## src/rtl/mcu_tx_arbiter.sv

```systemverilog
// Round-robin, handshaked arbiter sharing the 24-bit MCU command TX FIFO, with locked bursts.
// Optional idle NOPE filler frames are enabled by defining MCU_TX_NOPE_FILL_EN.
module mcu_tx_arbiter #(
  parameter int          N_REQ        = 4,
  parameter logic [23:0] NOPE_FRAME   = 24'hFF0000,
  parameter int          LOCK_TIMEOUT = 255
) (
  input  logic               clk,
  input  logic               reset,
  input  logic [N_REQ-1:0]   req_valid,
  input  logic [N_REQ-1:0]   req_last,
  input  logic [N_REQ*24-1:0] req_data,
  output logic [N_REQ-1:0]   req_ready,
  input  logic               inhibit,
  input  logic               queue_full,
  input  logic               queue_afull,
  input  logic               queue_empty,
  output logic               queue_wr_req,
  output logic [23:0]        queue_di,
  output logic [2:0]         grant_idx,
  output logic               locked
);

  typedef enum logic {ARB, BURST} state_e;

  localparam logic [7:0] TMO_LIM = 8'(LOCK_TIMEOUT);

  state_e      state_q, state_d;
  logic [2:0]  owner_q, owner_d;
  logic [2:0]  rr_ptr_q, rr_ptr_d;
  logic [7:0]  tmo_cnt_q, tmo_cnt_d;
  logic        wr_q, wr_d;
  logic [23:0] di_q, di_d;
  logic [2:0]  grant_q, grant_d;

  logic        space;
  logic        found;
  logic [2:0]  sel;
  logic        owner_valid;
  logic        sel_last;
  logic [23:0] sel_frame;
  logic [3:0]  cand;
  logic        accept;

  function automatic logic [2:0] next_ptr(input logic [2:0] v);
    return (v == 3'(N_REQ - 1)) ? 3'd0 : v + 3'd1;
  endfunction

  // An almost-full FIFO can still take the frame in flight but nothing after it.
  assign space = ~queue_full & ~(queue_afull & wr_q);

  // Requester selection; only req_valid and FIFO status reach req_ready, never req_data.
  always_comb begin
    // NOTE: every combinational output gets a default first so no path infers a latch.
    found       = 1'b0;
    sel         = 3'd0;
    owner_valid = 1'b0;
    sel_last    = 1'b0;
    sel_frame   = '0;
    cand        = 4'd0;
    req_ready   = '0;
    for (int i = 0; i < N_REQ; i++) begin
      if (3'(i) == owner_q) owner_valid = req_valid[i];
    end
    if (state_q == ARB) begin
      if (space && !inhibit) begin
        for (int k = 0; k < N_REQ; k++) begin
          cand = {1'b0, rr_ptr_q} + 4'(k);
          if (cand >= 4'(N_REQ)) cand = cand - 4'(N_REQ);
          for (int i = 0; i < N_REQ; i++) begin
            if (!found && (4'(i) == cand) && req_valid[i]) begin
              found = 1'b1;
              sel   = 3'(i);
            end
          end
        end
      end
    end else begin
      found = space && owner_valid;
      sel   = owner_q;
    end
    if (reset) found = 1'b0;
    for (int i = 0; i < N_REQ; i++) begin
      req_ready[i] = found && (sel == 3'(i));
      if (sel == 3'(i)) begin
        sel_last  = req_last[i];
        sel_frame = req_data[24*i +: 24];
      end
    end
  end

  assign accept = |(req_valid & req_ready);

  always_comb begin
    state_d   = state_q;
    owner_d   = owner_q;
    rr_ptr_d  = rr_ptr_q;
    tmo_cnt_d = tmo_cnt_q;
    wr_d      = 1'b0;
    di_d      = di_q;
    grant_d   = grant_q;
    if (accept) begin
      wr_d      = 1'b1;
      di_d      = sel_frame;
      grant_d   = sel;
      tmo_cnt_d = 8'd0;
      if (sel_last) begin
        rr_ptr_d = next_ptr(sel);
        state_d  = ARB;
      end else begin
        owner_d = sel;
        state_d = BURST;
      end
    end else if (state_q == BURST) begin
      // A stalled owner releases the lock after TMO_LIM idle cycles; a valid-but-blocked owner does not count.
      if (owner_valid) begin
        tmo_cnt_d = 8'd0;
      end else if (tmo_cnt_q + 8'd1 == TMO_LIM) begin
        tmo_cnt_d = 8'd0;
        rr_ptr_d  = next_ptr(owner_q);
        state_d   = ARB;
      end else begin
        tmo_cnt_d = tmo_cnt_q + 8'd1;
      end
    end
`ifdef MCU_TX_NOPE_FILL_EN
    else if ((req_valid == '0) && queue_empty && !wr_q) begin
      wr_d = 1'b1;
      di_d = NOPE_FRAME;
    end
`endif
  end

  always_ff @(posedge clk or posedge reset) begin
    if (reset) begin
      state_q   <= ARB;
      owner_q   <= 3'd0;
      rr_ptr_q  <= 3'd0;
      tmo_cnt_q <= 8'd0;
      wr_q      <= 1'b0;
      di_q      <= 24'd0;
      grant_q   <= 3'd0;
    end else begin
      // NOTE: sequential state uses non-blocking assignments so all flops update together.
      state_q   <= state_d;
      owner_q   <= owner_d;
      rr_ptr_q  <= rr_ptr_d;
      tmo_cnt_q <= tmo_cnt_d;
      wr_q      <= wr_d;
      di_q      <= di_d;
      grant_q   <= grant_d;
    end
  end

  assign queue_wr_req = wr_q;
  assign queue_di     = di_q;
  assign grant_idx    = grant_q;
  assign locked       = (state_q == BURST);

endmodule

```

## config.mk

```make
export PLATFORM = sky130hd
export DESIGN_NAME = mcu_tx_arbiter
export DESIGN_NICKNAME = d
export VERILOG_FILES = /design/src/rtl/mcu_tx_arbiter.sv
export SDC_FILE = /design/constraint.sdc
export NUM_CORES = 1
export LEC_CHECK = 0
export ABC_AREA = 0
export ABC_CLOCK_PERIOD_IN_PS = 4300
export BUFFER_PORTS_ARGS = -buffer_cell sky130_fd_sc_hd__buf_2
export CAP_MARGIN = 0
export CORE_AREA = 3 3 116 118
export DETAILED_ROUTE_END_ITERATION = 12
export DIE_AREA = 0 0 119 121
export PLACE_DENSITY = 0.46
export SETUP_SLACK_MARGIN = 0.02
export SLEW_MARGIN = 15
export SYNTH_ARGS = -nofsm -noshare
export SYNTH_HDL_FRONTEND = slang
export SYNTH_SLANG_ARGS = --single-unit
export TNS_END_PERCENT = 30
```

## constraint.sdc

```tcl
create_clock -name clk -period 4.3 [get_ports clk]
set_clock_uncertainty 0.05 [all_clocks]
set_input_delay 0.43 -clock clk [delete_from_list [all_inputs] [get_ports clk]]
set_output_delay 0.43 -clock clk [all_outputs]
set_load 0.05 [all_outputs]
```

---- Yosys cells after proc, flatten, opt, wreduce, memory -nomap -nowiden ----
Index checks and enable logic that the tools add are counted.
storage, ports and cells
  RAM bits ................................ 0
  register bits after elaboration ......... 43
  bits in read-only memories .............. 0
  output and inout port bits .............. 33
  bits of input ports ..................... 110
  bits in latches ......................... 0
  memories kept ........................... 0
  logic and storage cells ................. 220
cells by class
  divide/modulo/power cells ............... 0
  shift operators ......................... 0
  add/sub/neg operators ................... 10
  multiply operators ...................... 0
  order comparisons ....................... 4
  reductions and logical operators ........ 64
  bitwise gates (word level) .............. 6
  eq/ne operators ......................... 22
  multiplexer cells ....................... 107
operators by type and width
  kind                                                                                 number
  24-bit 2-to-1 mux                                                                    4
  3-bit 2-to-1 mux                                                                     23
  1-bit 2-to-1 mux                                                                     64
  4-bit 2-to-1 mux                                                                     12
  1-bit logical AND                                                                    37
  2-bit by 4-bit equality test with 1-bit output, first input constant                 8
  8-bit 2-to-1 mux                                                                     4
  1-bit by 4-bit equality test with 1-bit output, first input constant                 4
  1-bit logical NOT                                                                    16
  4-bit logical NOT                                                                    4
  4-bit by 3-bit greater-or-equal comparator with 1-bit output, second input constant  3
  4-bit by 3-bit subtractor with 4-bit output, second input constant                   3
  3-bit by 2-bit equality test with 1-bit output, second input constant                3
  3-bit by 2-bit adder with 4-bit output, second input constant                        2
  8-bit by 1-bit adder with 8-bit output, second input constant                        1
  8-bit equality test, second input constant                                           1
  3-bit by 1-bit adder with 3-bit output, second input constant                        2
  2-bit by 3-bit equality test with 1-bit output, first input constant                 2
  3-bit logical NOT                                                                    2
  3-bit by 1-bit adder with 4-bit output, second input constant                        1
  4-bit AND                                                                            1
  4-bit AND reduction                                                                  1
  2-bit nonzero test                                                                   2
  4-bit OR reduction                                                                   1
  other kinds (9)                                                                      12

---- Logic depth before layout (Yosys ltp) ----
Gate-level depths: netlist of the first run.
  word-level depth ........................ 108
  mapped depth ............................ 21
  gate-level depth less buffers ........... 19

---- Worst setup path after synthesis of the first run ----
Ideal clock, no wire load.
  kind .................................... reg2out
  start ................................... reg rr_ptr_q[1]
  end ..................................... out req_ready[3]
  path buffers ............................ 4
  cell stages (with the launch flop) ...... 18
  data arrival time ....................... 3666 ps
  data required time ...................... 3820 ps
  slack ................................... 154 ps
  cell sequence ........................... dfrtp_1 > buf_2 > nor2_1 > xnor2_1 > inv_1 > ha_1 > nor3_1 > nand4_1 > a21boi_0 > nand2_1 > a211oi_1 > a21o_1 > ha_1 > and2_1 > clkbuf_1 > buf_1 > clkbuf_1 > and2_1
on the way
  cells in the longest elaborated chain, start to end .. 101
  elaborated cells between the ends (all ways) .. 153
  those cells by class .................... add/sub: 7; order compare: 4; eq/ne: 13; mux: 78; reduce/logical: 51
ends and longest elaborated chain
  element                                                                                           line  RTL
  start, declared                                                                                   30    logic [2:0] rr_ptr_q, rr_ptr_d;
  start signal, assigned                                                                            147   rr_ptr_q <= rr_ptr_d;
  3-bit by 3-bit subtractor with 4-bit output or 3-bit greater-or-equal comparator (tied branches)  69    if (cand >= 4'(N_REQ)) cand = cand - 4'(N_REQ);
  4-bit 2-to-1 mux                                                                                  69
  4-bit 2-to-1 mux                                                                                  66    if (space && !inhibit) begin
  4-bit 2-to-1 mux                                                                                  65    if (state_q == ARB) begin
  4-bit logical NOT                                                                                 71    if (!found && (4'(i) == cand) && req_valid[i]) begin
  1-bit logical AND                                                                                 71
  1-bit 2-to-1 mux                                                                                  71
  1-bit 2-to-1 mux                                                                                  66
  [85 not listed]                                                                                   -
  1-bit logical NOT                                                                                 71
  1-bit logical AND (2 in series)                                                                   71
  3-bit 2-to-1 mux *                                                                                71
  3-bit 2-to-1 mux *                                                                                66
  3-bit 2-to-1 mux *                                                                                65
  named net sel[1]                                                                                  38    logic [2:0] sel;
  3-bit by 2-bit equality test with 1-bit output *                                                  84    req_ready[i] = found && (sel == 3'(i));
  1-bit logical AND *                                                                               84
  end, declared                                                                                     13    output logic [N_REQ-1:0] req_ready,
The timed path passes the listed nets; every way through them passes the cells marked *. The select of a mux whose other input is x is not followed.

---- Worst setup path in the final report of the first run ----
  start ................................... reg rr_ptr_q[1]
  end ..................................... out req_ready[1]
on the way
  cells in the longest elaborated chain, start to end .. 101
  elaborated cells between the ends (all ways) .. 153
  those cells by class .................... add/sub: 7; order compare: 4; eq/ne: 13; mux: 78; reduce/logical: 51
ends and longest elaborated chain
  element                                                                                           line
  3-bit by 3-bit subtractor with 4-bit output or 3-bit greater-or-equal comparator (tied branches)  69
  4-bit 2-to-1 mux                                                                                  69
  4-bit 2-to-1 mux                                                                                  66
  4-bit 2-to-1 mux                                                                                  65
  4-bit logical NOT                                                                                 71
  1-bit logical AND                                                                                 71
  1-bit 2-to-1 mux                                                                                  71
  1-bit 2-to-1 mux                                                                                  66
  [85 not listed]                                                                                   -
  1-bit logical NOT                                                                                 71
  1-bit logical AND (2 in series)                                                                   71
  3-bit 2-to-1 mux *                                                                                71
  3-bit 2-to-1 mux *                                                                                66
  3-bit 2-to-1 mux *                                                                                65
  named net sel[0]                                                                                  38
  3-bit by 1-bit equality test with 1-bit output *                                                  84
  1-bit logical AND *                                                                               84
Marks and branches as above.

==> key figures, run 1 <==
Outcome
  – Run status: finished clean

Synthesis
  – Sequential element share of the synthesized area: approximately 34%
  – Synth Warn #: 0
  – Synth async-reset ratio: 100.0%
  – #FFs+latches synth: between 40 and 50
  – Synthesized instance count: approximately 380
  – Syn nets: between 500 and 600
  – Ys flop type: dfrtp_1
  – Post-synth EDFFs: 0
  – Synth cell types: 49
  – Cell Area, Synth: 0.003120 mm2
  – Syn_area_per_cell: between 8 and 9 um2

Clock network
  – CTS Buffer Depth: 2
  – CTS Buf Count: 5
  – Skew-Pair Late Insertion Delay: ~0.28 ns
  – Reg clk slew, reported paths: roughly 0.060 ns
  – H-Tree Depth: 2
  – Hold buffer count at cts: 0
  – CTS tree: done
  – Clk sinks: 43
  – Clock root cell: clkbuf_16

STA
  – Max frequency: roughly 250 MHz
  – Min Clock Period, post-route: approximately 4.1 ns
  – Max-Slew Margin vs Limit: a little under a third
  – Final hold viol count: 0
  – Slew @ Worst Pin: about 1.0 ns
  – Fin. max-slew vios: 0
  – Final period utilization: between 90% and 100%
  – Hold Slack: ~0.32 ns
  – Setup TNS: 0 ns
  – Final setup viols: 0
  – RSZ-0062 raised after global routing: no
  – Final WS setup: around 0.23 ns

Critical path
  – WP data arrival: about 3.6 ns
  – Reg2reg end: rr_ptr_q[0]
  – Critical Path Start: rr_ptr_q[1]
  – Worst Setup EP: req_ready[1]
  – Internal reg-to-reg setup slack: between 0.2 and 0.3 ns
  – CP Capture Type: primary output
  – Crit path launch type: flip-flop
  – Reg2reg path depth: 17
  – WP data required: approximately 3.8 ns
  – R2R Path Start: rr_ptr_q[1]
  – Worst Setup Path Type: flip-flop to primary output
  – Max Fanout on Critical Path: 25

Power and ir drop
  – Leak: 2.030 nW
  – PwrDens: roughly 710 mW/mm2
  – Peak supply drop: roughly 330 uV

Layout
  – Most frequent cells in the layout: 139 x buf_2, 58 x nor2_1, 53 x a21oi_1
  – Layout cells sized above 1: a little over a third
  – P&R area growth vs syn: 35.44%
  – Post-route cell area: roughly 0.0042 mm2
  – Most common cell after layout, fill and taps aside: buf_2
  – Antenna diodes: 0
  – Nets: roughly 640

Routing
  – M1 WL: ~5000 um
  – Wirelength per Cell: ~16 um
  – Routed WL: 10900 um
  – Vias/cell: 5.063
  – First-pass DRT Iterations: 11
  – DR vias: between 3000 and 4000
  – Metal2 WL: between 5000 and 6000 um
  – Highest Signal Layer: met4
  – Drt initial violations: 390
  – Post-DRT Antenna Nets: 0
  – Routed wl met3: between 600 and 700 um
  – # DRC: 0

Global route
  – Initial antenna violation count: 0
  – Largest net degree at the start of global routing: 49
  – Total gr overflow: 0
  – Global-route wire length before repair: about 17000 um
  – Total GRT Usage: 14.40%
  – Vias in the first global route: about 3300

Die
  – Chip height: 121 um
  – Row cnt: just over 40
  – Starting Density: roughly 25%
  – Io pins: ~140
  – Die area: 0.01440 mm2
  – Die Width: between 100 and 150 um
  – Core area: 0.01257 mm2

Placement
  – Place WS: 0.1012 ns
  – Gp weighted congestion: around 0.79
  – Port buffer count: approximately 140
  – DP HPWL: 8218 um
  – Placed Area: 0.004009 mm2

Min path
  – Worst Hold Class: primary input to asynchronous set/reset pin

Job
  – Max-cap viol count: 0
[Yosys cell counts (all sizes together), types with 5 or more instances]
| library cell | n | area, um2 |
|---|---|---|
| buf | 13 | 63.81 |
| nand2 | 14 | 52.55 |
| dfrtp | 43 | 1076 |
| nor3 | 26 | 130.1 |
| inv | 15 | 56.30 |
| o21ai | 17 | 85.08 |
| nor2 | 61 | 236.5 |
| nor2b | 9 | 58.81 |
| and3 | 6 | 37.54 |
| and2 | 6 | 37.54 |
| a222oi | 24 | 240.2 |
| clkbuf | 21 | 78.83 |
| xnor2 | 5 | 43.79 |
| a21oi | 55 | 279.0 |
| ha | 14 | 175.2 |
[cells by family after synthesis]
kind of cell | synth area share (%)
adder cells (fa/ha/maj) | 5.614
AO/OA/AOI/OAI | 28.59
buffers and inverters | 6.375
flip-flops | 34.48
multiplexers | 1.764
XOR/XNOR | 1.403
AND/OR/NAND/NOR | 21.77
[critical path, cell delays in order, from the launching register on]
cell and delay [ns]:
dfrtp_2 0.43, nand2_1 0.12, xnor2_1 0.16, ha_1 0.20, nand2b_1 0.17, a31o_2 0.26
a221o_1 0.41, a211o_1 0.27, a21oi_2 0.17, buf_4 0.14, ha_1 0.22, and2_1 0.20
buf_12 0.19, and2_1 0.15, buf_4 0.20
[per-stage QoR]
step           std cells  power, mW  util, %
2_1_floorplan        384      2.041        -
3_3_place_gp         675      2.512    31.90
3_5_place_dp         675      2.535    31.90
4_1_cts              683      3.003    33.35
5_1_grt              685      3.245    33.63
6_report             685      3.005    33.63
[repair_timing]
item / in CTS / in global routing
setup buffers: 0 / 2
gates resized for setup: 3 / 8
setup endpoints to repair: 2 / 44
[sequential cells by signal, indices dropped and copies added (netlist names)]
signal	count
rr_ptr_q	3
queue_wr_req	1
owner_q	3
tmo_cnt_q	8
queue_di	24
locked	1
grant_idx	3
[how the worst min path moves through the flow]
stage	startpoint	endpoint	slack [ns]	depth (start not counted)
5_1_grt	req_data[74]	queue_di[2]	0.39	3
6_report	reset	owner_q[1]	0.32	2
3_5_place_dp	grant_idx[2]	grant_idx[2]	0.44	1
4_1_cts	reset	owner_q[1]	0.36	2
3_3_place_gp	grant_idx[2]	grant_idx[2]	0.44	1
2_1_floorplan	tmo_cnt_q[6]	tmo_cnt_q[6]	0.44	1
[layer usage]
layer	global-route usage (%)	up-vias
li1	-	1678
met1	19.94	1648
met2	22.71	131
met3	3.590	11
met4	3.186	0
met5	0	-
[power by group]
group / internal (mW) / switching [mW] / leakage (nW)
Sequential: 0.567 / 0.138 / 0.521
Combinational: 0.628 / 1.23 / 1.42
Clock: 0.289 / 0.157 / 0.0868
Total: 1.48 / 1.52 / 2.03
[area by class of cell]
class	instances	area, um2
clock buffer	6	138.9
clock inverter	2	35.03
fill	1361	8342
inverter	15	56.30
multi-input combinational	292	1869
sequential	43	1080
tap	172	215.2
timing repair buffer	155	832.0
Note: power is estimated with default switching activity, not from simulation.
==> run 2: changes to the inputs <==
- CELL_PAD_IN_SITES_DETAIL_PLACEMENT: unset -> 1
- CELL_PAD_IN_SITES_GLOBAL_PLACEMENT: unset -> 1
- PLACE_DENSITY: 0.46 -> 0.61
==> run 2 against run 1 <==
Net effect: register-to-register slack better by 0.05 ns; critical path depth down 1; cell area did not move; combinational power about the same; largest power group unchanged; core utilization unchanged.
==> key figures, run 2 (same netlist as run 1, synthesis figures left out) <==
STA
  – Final hold viol count: 0
  – Min Clock Period, post-route: around 4.0 ns
  – Hold Slack: between 0.2 and 0.3 ns
  – Max frequency: approximately 250 MHz
  – Final period utilization: a little over nine tenths
  – Max-Slew Margin vs Limit: 38.02%
  – Fin. max-slew vios: 0
  – RSZ-0062 raised after global routing: no
  – Final setup viols: 0
  – Slew @ Worst Pin: between 0.9 and 1 ns

Die
  – Row cnt: 41
  – Core area: between 0.01 and 0.015 mm2
  – Io pins: between 100 and 150
  – Die Width: roughly 120 um
  – Die area: 0.01440 mm2
  – Chip height: roughly 120 um
  – Starting Density: between 20% and 30%

Job
  – Max-cap viol count: 0

Placement
  – Port buffer count: between 100 and 150
  – Placed Area: 0.004040 mm2
  – Gp weighted congestion: about 0.8
  – DP HPWL: around 9000 um

Critical path
  – CP Capture Type: primary output
  – WP data required: 3.82 ns
  – Critical path's top delay family: compound AO/OA/AOI/OAI gates
  – Worst Setup Path Type: flip-flop to primary output
  – Max Fanout on Critical Path: 10
  – Bufs and invs on worst path: 2
  – Critical path, cell by cell: nand2_1 -> xnor2_1 -> ha_1 -> nand2b_1 -> a31o_2 -> a221o_1 -> a211o_1 -> a21oi_2 -> buf_4 -> ha_1 -> and2_2 -> and2_1 -> buf_2
  – Slowest CP cell: dfrtp_1
  – CP max stage delay: 0.42 ns
  – Crit path top cell by count: ha_1
  – Crit path launch type: flip-flop
  – WP data arrival: about 3.6 ns

Layout
  – Layout cells sized above 1: between 30% and 40%
  – P&R area growth vs syn: 35.44%
  – Max reg flops: 24
  – Most common cell after layout, fill and taps aside: buf_2
  – Post-route cell area: between 0.004 and 0.005 mm2
  – Nets: around 640
  – Most frequent cells in the layout: 140 x buf_2, 57 x nor2_1, 53 x a21oi_1

Routing
  – DR vias: between 3000 and 4000
  – Routed WL: approximately 12000 um
  – Post-DRT Antenna Nets: 0
  – First-pass DRT Iterations: 8
  – # DRC: 0
  – Wirelength per Cell: between 15 and 20 um
  – Vias/cell: just over 5
  – Drt initial violations: between 200 and 250

Global route
  – Vias in the first global route: between 3000 and 4000
  – Largest net degree at the start of global routing: 44
  – Initial antenna violation count: 0
  – Total gr overflow: 0
  – Global-route wire length before repair: around 18000 um
  – Total GRT Usage: between 10% and 20%

Clock network
  – Skew-Pair Late Insertion Delay: roughly 0.29 ns
  – Reg clk slew, reported paths: about 0.060 ns
  – Clk sinks: 43
  – CTS Buffer Depth: 2
  – Hold buffer count at cts: 0
  – CTS Buf Count: 5
  – Clock root cell: clkbuf_16
  – H-Tree Depth: 2
  – CTS tree: done

Power and ir drop
  – Peak supply drop: 279.9 uV
  – Total power: between 2 and 3 mW
  – PwrDens: around 700 mW/mm2
  – Leak: 2.017 nW

Min path
  – Worst Hold Class: primary input to asynchronous set/reset pin

Outcome
  – Run status: finished clean
## run 2: changes by cell type in the layout (fill, tap and decap cells not counted), sizes merged
cell,change
clkbuf,-1
buf,+1
clkinvlp,+1
bufinv,-1
diode,+1
## run 2: report_power, final
group	total [mW]	switching [mW]	internal [mW]
Clock	0.371	0.157	0.214
Sequential	0.704	0.137	0.567
Combinational	1.86	1.23	0.624
## run 2: what timing repair did
item | 4_1_cts | 5_1_grt
gates resized for setup | 4 | 11
endpoints found under the setup margin | 22 | 42
setup buffers | 0 | 0
## run 2: worst paths after layout
check | slack (ns) | from | endpoint | cells after the start
setup / recovery | 0.26 | rr_ptr_q[0] | req_ready[3] | 13
setup reg to reg | 0.34 | rr_ptr_q[0] | tmo_cnt_q[7] | 17
min in group clk | 0.38 | req_data[75] | queue_di[3] | 3
max in group asynchronous | 3.27 | reset | rr_ptr_q[1] | 2
hold / removal | 0.30 | reset | owner_q[1] | 2
hold reg to reg | 0.45 | grant_idx[2] | grant_idx[2] | 1
## run 2: per-stage QoR
step	setup WS, ns	setup TNS [ns]	std cells	utilization [%]
floorplan	0.1542	0	384	-
global placement	0.1505	0	677	32.15
detailed placement	-0.06333	-0.1493	677	32.15
CTS	0.04787	0	685	33.38
global route	0.01415	0	685	33.61
finish	0.2557	0	686	33.63
## run 2: layout make-up
cell class | instances | area (um2)
Multi-Input combinational cell | 292 | 1891
Inverter | 15 | 56.30
Sequential cell | 43 | 1079
Clock buffer | 6 | 128.9
Clock inverter | 2 | 12.51
Timing Repair Buffer | 155 | 842.1
Fill cell | 1549 | 8342
Antenna cell | 1 | 2.502
Tap cell | 172 | 215.2
## run 2: layer usage
metal,share of wire [%],up-vias,track usage (%)
li1,-,1676,-
met1,45,1690,21.64
met2,49,113,25.29
met3,5.5,9,2.378
met4,0.88,0,2.752
met5,0,-,0
==> run 3: changes to the inputs <==
- ABC_CLOCK_PERIOD_IN_PS: 4300 -> 4200
- clock period: 4.3 -> 4.2 ns (I/O delays scaled with it)
==> run 3 against run 2 <==
Net effect: core utilization is 0.41 points higher; largest power group unchanged; die area unchanged; clock power rose by 11%; sequential power is 2% higher; critical path type unchanged; first-iteration DRC count increased by 5.6%.
==> key figures, run 3 (same netlist as run 1, synthesis figures left out) <==
Clock network
  – H-Tree Depth: 2
  – Hold buffer count at cts: 0
  – CTS Buffer Depth: 2
  – Buffer count from post-CTS setup fixing: 0
  – Reg clk slew, reported paths: about 0.06 ns
  – CTS tree: done
  – Skew-Pair Late Insertion Delay: 0.28 ns
  – Clock root cell: clkbuf_16
  – CTS Buf Count: 5
  – Clk sinks: 43

Routing
  – DR vias: approximately 3500
  – Drt initial violations: between 200 and 250
  – Vias/cell: between 5 and 6
  – Post-DRT Antenna Nets: 0
  – # DRC: 0
  – Routed WL: 11580 um
  – Wirelength per Cell: approximately 17 um
  – First-pass DRT Iterations: 8

Layout
  – Nets: approximately 640
  – P&R area growth vs syn: 37.09%
  – Most frequent cells in the layout: 139 x buf_2, 57 x nor2_1, 54 x a21oi_1
  – Most common cell after layout, fill and taps aside: buf_2
  – Layout cells sized above 1: approximately 37%
  – Antenna diodes: 0
  – Post-route cell area: ~0.0043 mm2
  – Max reg flops: 24

STA
  – Min Clock Period, post-route: approximately 4 ns
  – RSZ-0062 raised after global routing: no
  – Max-Slew Margin vs Limit: 36.69%
  – Final hold viol count: 0
  – Final period utilization: 94.78%
  – Fin. max-slew vios: 0
  – Slew @ Worst Pin: 0.9482 ns
  – Final WS setup: ~0.22 ns
  – Setup TNS: 0 ns
  – Max frequency: ~250 MHz
  – Final setup viols: 0

Global route
  – M2 GR Usage: 26.10%
  – Total GRT Usage: between 10% and 20%
  – Total gr overflow: 0
  – Met3 Resource Use GR: under 10%
  – Global-route wire length before repair: around 18000 um
  – Largest net degree at the start of global routing: 44
  – Vias in the first global route: 3577
  – Global-route layer with the greatest usage: met2
  – Met1 usage: a little over a fifth
  – Initial antenna violation count: 0

Critical path
  – WP data arrival: 3.51 ns
  – Critical path, cell by cell: nand2_1 -> xnor2_1 -> ha_1 -> nand2b_1 -> a31o_2 -> a221o_1 -> a211o_1 -> a21oi_1 -> buf_4 -> ha_2 -> and2_1 -> buf_12 -> and2_1 -> clkbuf_4
  – CP Capture Type: primary output
  – Bufs and invs on worst path: 3
  – CP max stage delay: 0.41 ns
  – Max Fanout on Critical Path: 21
  – Crit path top cell by count: and2_1
  – Slowest CP cell: dfrtp_2
  – Internal reg-to-reg setup slack: approximately 0.26 ns
  – Worst Setup Path Type: flip-flop to primary output
  – Crit path launch type: flip-flop
  – WP data required: ~3.7 ns
  – Critical path's top delay family: compound AO/OA/AOI/OAI gates

Die
  – Die area: 0.01440 mm2
  – Row cnt: 41
  – Die Width: approximately 120 um
  – Io pins: 143
  – Starting Density: about 25%
  – Chip height: around 120 um
  – Core area: about 0.013 mm2

Power and ir drop
  – PwrDens: 713.7 mW/mm2
  – Leak: roughly 2 nW
  – Peak supply drop: 257.5 uV

Outcome
  – Run status: finished clean

Placement
  – DP HPWL: between 8000 and 9000 um
  – Gp weighted congestion: roughly 0.77
  – Placed Area: a little over 0.004 mm2
  – Port buffer count: around 140
  – Place WS: -0.06060 ns

Job
  – Max-cap viol count: 0

Min path
  – Worst Hold Class: primary input to asynchronous set/reset pin
## run 3: final timing paths
path,cells past startpoint,end,start
max in group asynchronous,2,rr_ptr_q[2],reset
min in group clk,3,queue_di[4],req_data[76]
max reg2reg,19,owner_q[1],rr_ptr_q[1]
max,14,req_ready[1],rr_ptr_q[1]
min reg2reg,1,grant_idx[2],grant_idx[2]
min,2,owner_q[1],reset
## run 3: power breakdown
group | leakage, nW | switching (mW) | internal [mW]
clock | 0.0761 | 0.160 | 0.253
combinational | 1.45 | 1.27 | 0.657
sequential | 0.521 | 0.134 | 0.581
## run 3: what timing repair did
item	in CTS	in global routing
pin swaps	0	1
resized for setup	5	11
setup endpoints to repair	26	42
## run 3: cell type report
class | instances | area, um2
fill | 1518 | 8290
multi-input combinational | 292 | 1881
sequential | 43 | 1080
timing repair buffer | 160 | 885.9
tap | 172 | 215.2
clock buffer | 7 | 152.6
inverter | 15 | 56.30
clock inverter | 1 | 7.507
## run 3: layer usage
metal / vias up / part of all wire [%]
met5: - / 0
met4: 0 / 1.0
met3: 10 / 5.5
met2: 120 / 48
met1: 1683 / 45
li1: 1680 / -
## run 3: metrics by stage
| stage | total power [mW] | hold slack, ns | util (%) | instances |
|---|---|---|---|---|
| 2_1_floorplan | 2.090 | 0.4404 | - | 384 |
| 3_3_place_gp | 2.595 | 0.4365 | 32.44 | 682 |
| 3_5_place_dp | 2.631 | 0.4422 | 32.44 | 682 |
| 4_1_cts | 3.073 | 0.3508 | 33.82 | 690 |
| 5_1_grt | 3.301 | 0.3800 | 34.04 | 690 |
| 6_report | 3.053 | 0.3122 | 34.04 | 690 |
## run 3: worst reg2reg max path, cell delays in order, from the launching register on
cell and delay, ns:
dfrtp_2 0.41, nand2_1 0.11, xnor2_1 0.15, ha_1 0.19
nand2b_1 0.16, a31o_2 0.25, a221o_1 0.38, a211o_1 0.25
a21oi_1 0.15, buf_4 0.16, inv_1 0.11, ha_2 0.26
a21oi_1 0.13, a221oi_1 0.09, a21oi_1 0.14, nor2_1 0.07
or3_1 0.36, buf_4 0.17, o21ai_0 0.12, o21ai_0 0.10
